$ cat config.mk
export PLATFORM = sky130hd
export DESIGN_NAME = seq_div16u8
export DESIGN_NICKNAME = d
export VERILOG_FILES = /design/src/rtl/seq_div_pkg.sv /design/src/rtl/div_step.sv /design/src/rtl/seq_div16u8.sv
export SDC_FILE = /design/constraint.sdc
export NUM_CORES = 1
export LEC_CHECK = 0
export CAP_MARGIN = 20
export CORE_ASPECT_RATIO = 2
export CORE_UTILIZATION = 24
export DETAILED_ROUTE_END_ITERATION = 7
export GPL_ROUTABILITY_DRIVEN = 0
export PLACE_DENSITY = 0.48
export SLEW_MARGIN = 5
export SYNTH_ARGS = -nofsm -noshare
export SYNTH_HDL_FRONTEND = slang
export SYNTH_HIERARCHICAL = 1
export SYNTH_SLANG_ARGS = --single-unit
export TNS_END_PERCENT = 50
$ cat constraint.sdc
create_clock -name clk -period 2.6 [get_ports clk]
set_input_delay 0.39 -clock clk [delete_from_list [all_inputs] [get_ports clk]]
set_output_delay 0.39 -clock clk [all_outputs]
set_load 0.005 [all_outputs]
$ cat src/rtl/seq_div_pkg.sv
// Shared types and widths for the sequential 16/8 unsigned divider.
package seq_div_pkg;

    localparam int DIVIDEND_W = 16;
    localparam int DIVISOR_W  = 8;
    localparam int QUOT_W     = 8;

    typedef enum logic [1:0] {
        IDLE = 2'd0,
        BUSY = 2'd1,
        DONE = 2'd2
    } state_t;

endpackage

$ cat src/rtl/div_step.sv
// One combinational restoring-division iteration: shift in the next dividend bit,
// subtract the divisor when it fits, and shift the resulting quotient bit into Q.
module div_step
    import seq_div_pkg::*;
(
    input  logic [QUOT_W-1:0] r_in,
    input  logic [QUOT_W-1:0] q_in,
    input  logic [QUOT_W-1:0] d,
    output logic [QUOT_W-1:0] r_out,
    output logic [QUOT_W-1:0] q_out
);

    logic [QUOT_W:0] t;
    logic [QUOT_W:0] diff;
    logic            qbit;

    // NOTE: combinational logic uses blocking '=' so later lines see earlier results.
    always_comb begin
        t     = {r_in, q_in[QUOT_W-1]};
        diff  = t - {1'b0, d};
        qbit  = (t >= {1'b0, d});
        r_out = qbit ? diff[QUOT_W-1:0] : t[QUOT_W-1:0];
        q_out = {q_in[QUOT_W-2:0], qbit};
    end

endmodule

$ cat src/rtl/seq_div16u8.sv
// Sequential 16/8 unsigned restoring divider resolving BITS_PER_CYCLE quotient bits per clock.
// Define SEQ_DIV_OVF_CHECK_EN to flag quotient overflow / divide-by-zero up front.
module seq_div16u8
    import seq_div_pkg::*;
#(
    parameter int BITS_PER_CYCLE = 1
) (
    input  logic                  clk,
    input  logic                  rst,
    input  logic                  in_valid,
    output logic                  in_ready,
    input  logic [DIVIDEND_W-1:0] dividend,
    input  logic [DIVISOR_W-1:0]  divisor,
    output logic                  out_valid,
    input  logic                  out_ready,
    output logic [QUOT_W-1:0]     quotient,
    output logic [QUOT_W-1:0]     remainder,
    output logic                  ovf
);

    localparam int N_STEPS = QUOT_W / BITS_PER_CYCLE;
    localparam int CNT_W   = 4;
    localparam logic [CNT_W-1:0] LAST_STEP = CNT_W'(N_STEPS - 1);

    if (BITS_PER_CYCLE != 1 && BITS_PER_CYCLE != 2 &&
        BITS_PER_CYCLE != 4 && BITS_PER_CYCLE != 8) begin : g_bad_param
        $error("seq_div16u8: BITS_PER_CYCLE must be 1, 2, 4 or 8");
    end

    state_t               state, state_next;
    logic [QUOT_W-1:0]    r_q, q_q, d_q;
    logic [CNT_W-1:0]     cnt;
    logic                 ovf_q;
    logic                 ovf_hit;

    logic [QUOT_W-1:0]    r_chain [BITS_PER_CYCLE+1];
    logic [QUOT_W-1:0]    q_chain [BITS_PER_CYCLE+1];

`ifdef SEQ_DIV_OVF_CHECK_EN
    // High byte not below the divisor means the quotient needs more than 8 bits.
    assign ovf_hit = (dividend[DIVIDEND_W-1 -: QUOT_W] >= divisor);
`else
    assign ovf_hit = 1'b0;
`endif

    assign r_chain[0] = r_q;
    assign q_chain[0] = q_q;

    for (genvar i = 0; i < BITS_PER_CYCLE; i++) begin : g_step
        div_step u_step (
            .r_in  (r_chain[i]),
            .q_in  (q_chain[i]),
            .d     (d_q),
            .r_out (r_chain[i+1]),
            .q_out (q_chain[i+1])
        );
    end

    // NOTE: next state defaults to the current state first, so no path infers a latch.
    always_comb begin
        state_next = state;
        case (state)
            IDLE:    if (in_valid)         state_next = ovf_hit ? DONE : BUSY;
            BUSY:    if (cnt == LAST_STEP) state_next = DONE;
            DONE:    if (out_ready)        state_next = IDLE;
            default:                       state_next = IDLE;
        endcase
    end

    // NOTE: registered state uses non-blocking '<=' so all flops update from pre-edge values.
    always_ff @(posedge clk) begin
        if (rst) state <= IDLE;
        else     state <= state_next;
    end

    always_ff @(posedge clk) begin
        if (rst) begin
            r_q   <= '0;
            q_q   <= '0;
            d_q   <= '0;
            cnt   <= '0;
            ovf_q <= 1'b0;
        end else begin
            case (state)
                IDLE: begin
                    if (in_valid) begin
                        cnt <= '0;
                        d_q <= divisor;
                        if (ovf_hit) begin
                            r_q   <= '1;
                            q_q   <= '1;
                            ovf_q <= 1'b1;
                        end else begin
                            r_q   <= dividend[DIVIDEND_W-1 -: QUOT_W];
                            q_q   <= dividend[QUOT_W-1:0];
                            ovf_q <= 1'b0;
                        end
                    end
                end
                BUSY: begin
                    r_q <= r_chain[BITS_PER_CYCLE];
                    q_q <= q_chain[BITS_PER_CYCLE];
                    cnt <= cnt + 1'b1;
                end
                default: ;
            endcase
        end
    end

    assign in_ready  = (state == IDLE);
    assign out_valid = (state == DONE);
    assign quotient  = q_q;
    assign remainder = r_q;
    assign ovf       = ovf_q;

endmodule

==> summary.txt <==
Cells and area
  • Final std cells w/o fill: 359
  • Share of cells above drive strength 1: 8.75%
  • Fill count: 863
  • Final #Nets: 300
  • Commonest non-fill, non-tap cells in the layout: clkdlybuf4s50_1 (45), nor2_1 (30), dfxtp_1 (30)
  • Sequential cell area: 601 um2
  • P&R area growth vs syn: 25.3%
  • Ant diodes: 0
  • Most common cell after layout, fill and taps aside: clkdlybuf4s50_1
  • Multi-input gate area: 1070 um2

Route
  • Starting DRC count in detailed routing: 33
  • Drt total wl: 5.26 mm
  • Vias per cell: 4.76
  • Vias after detailed routing: 1,708
  • DRC Markers: 0
  • Post-route ant nets: 0
  • WL/cell: 14.6 um
  • Pre-antenna DRT Iters: 4

Logic synthesis
  • Avg Cell Area, Syn: 8.15 um2
  • Syn nets: 281
  • Post-synthesis sequential area ratio: 30.3%
  • Ys async rst share: 0%
  • Synthesis-stage register bit count: 30
  • Mapped Cells: 243
  • Synthesis warning total: 6
  • Mapped Area: 1980 um2
  • Post-synthesis cell type count: 40
  • Most used DFF post-synth: dfxtp_1
  • Number of synthesized flops with an enable pin: 0

CTS
  • CTS tree: yes
  • Total CTS buffers: 5
  • Root Buffer: clkbuf_16
  • Worst-path clk slew: 50 ps
  • Post_cts resized: 0
  • H-tree depth: 2
  • Worst-case clock buffer depth: 2
  • Post-CTS Setup Bufs: 0
  • Clk_lat worst skew: 280 ps
  • Clock net sink count: 30
  • Hold_buf cts: 0

Timing
  • Slew margin rel.: 42.7%
  • RSZ-0062 raised after global routing: no
  • Final hold violation count: 0
  • Final max-slew violation count: 0
  • Tcrit/Tclk final: 87.4%
  • Clock Skew: 4.77 ps
  • Least-Margin Pin Slew: 859 ps
  • Period minus WS final: 2270 ps
  • TNS Setup: 0 ps
  • Final setup viols: 0
  • Max Clock Freq: 440 MHz

Power and ir drop
  • Switching Fraction: 29.9%
  • Maximum VDD drop: 0.322 mV
  • Register share of total power: 32.8%
  • Psw: 0.486 mW
  • Internal power: 1.14 mW
  • Cell Pwr Density: 654 nW/um2
  • Power share of the combinational group: 31.3%
  • Clock share of power: 35.8%
  • Lkg Pwr: 0.966 nW

Place
  • DP HPWL: 3.82 mm
  • Port Buffer Count: 45
  • Placed Cells: 351

Floorplan
  • Core area: 7940 um2
  • Initial Utilization: 24.9%
  • Die Wd: 66.2 um
  • IO Count: 47
  • Chip height: 130 um
  • DIE AREA: 8640 um2
  • Site row count: 46

Critical path
  • Worst Path Max Fanout: 3
  • Crit end category: flip-flop
  • Critical Path RT: 2750 ps
  • R2R Path Start: quotient[7]
  • Crit Path Class: flip-flop to flip-flop
  • R2R depth: 10
  • R2R setup slack: 330 ps
  • Critical path arrival: 2420 ps
  • Worst r2r dst: remainder[6]
  • Crit start category: flip-flop

Outcome
  • Status: completed

GRT
  • Remaining global-route overflow: 0
  • Initial antenna violation count: 0
  • Number of global-route vias before repair: 1,662
  • GRT Resource Usage Total: 13.2%
  • First-pass GRT wire length: 8.34 mm
  • Largest net degree at the start of global routing: 31

Worst hold path
  • Hold endpoint: quotient[3]
  • Worst hold start: quotient[2]
  • Worst Hold Class: flip-flop to flip-flop
  • Hold depth: 2

Run
  • Max Cap Viol: 0
-- cells by family (layout without fill, tap and decap cells) --
| family | after synthesis | count (layout) | synth area share (%) |
|---|---|---|---|
| XOR/XNOR | 3 | 3 | 1.33 |
| multiplexers | 16 | 16 | 8.40 |
| AO/OA/AOI/OAI | 60 | 60 | 21.7 |
| AND/OR/NAND/NOR | 71 | 71 | 15.8 |
| flip-flops | 30 | 30 | 30.3 |
| buffers and inverters | 52 | 72 | 15.5 |
| other | 1 | 1 | 0.189 |
| adder cells (fa/ha/maj) | 10 | 10 | 6.70 |
-- worst max-delay path, stage by stage, from the launching register on --
cell and delay, ps:
dfxtp_1 340, inv_1 60, ha_1 230, fa_1 410
nor2b_1 170, o31a_1 190, nor4_1 60, a311o_1 310
mux2_2 250, nand2_1 60, a211oi_1 60
-- synthesized netlist by cell type (all sizes together) (4+ instances only) --
master / n / share of area [%]
mux2: 5 / 2.8
ha: 9 / 5.7
nand2: 21 / 4.0
a21oi: 24 / 6.8
nor2: 30 / 5.7
nor3: 4 / 1.0
o21ai: 5 / 1.5
a211oi: 17 / 6.4
clkbuf: 4 / 0.76
mux2i: 11 / 5.6
nand3: 4 / 1.0
buf: 34 / 12
dfxtp: 30 / 30
inv: 14 / 2.7
-- final cells by class --
type                    count  area share, %
clock buffers               7           5.75
clock inverters             1          0.202
inverters                  14           2.12
multi-input cells         161           43.2
flip-flops and latches     30           24.2
well taps                  96           4.84
repair buffers             50           19.7
-- registers in the layout, indices dropped and copies added, names as in the netlist --
name,cells
state,2
quotient,8
cnt,4
remainder,8
d_q,8
-- power groups by stage --
stage	sequential [mW]	clock, mW	combinational (mW)
floorplan	0.531	0	0.399
CTS	0.534	0.604	0.514
global route	0.538	0.611	0.564
finish	0.533	0.582	0.508
global placement	0.543	0	0.511
detailed placement	0.544	0	0.512
-- metal layers --
metal	up-vias	wire, um	global-route usage [%]
met3	9	201	2.52
met4	0	132	7.13
met2	43	2950	24.4
met1	808	1970	13.7
li1	848	-	-
met5	-	0	0
-- worst max path at each step --
stage                              end        start
after floorplan           remainder[6]  quotient[7]
after global placement    remainder[5]  quotient[7]
after detailed placement  remainder[5]  quotient[7]
after CTS                 remainder[5]  quotient[7]
after global routing      remainder[6]  quotient[7]
final                     remainder[6]  quotient[7]
-- stage by stage --
| step | area, um2 | hold slack (ps) | utilization, % | power [mW] | worst slack (ps) |
|---|---|---|---|---|---|
| after global placement | 2330 | 467 | 29.4 | 1.05 | 349 |
| final | 2480 | 477 | 31.2 | 1.62 | 329 |
| after CTS | 2480 | 477 | 31.2 | 1.65 | 329 |
| after floorplan | 1980 | 460 | - | 0.930 | 483 |
| after global routing | 2480 | 505 | 31.2 | 1.71 | 153 |
| after detailed placement | 2330 | 472 | 29.4 | 1.06 | 334 |
(Power assumes the default switching activity.)
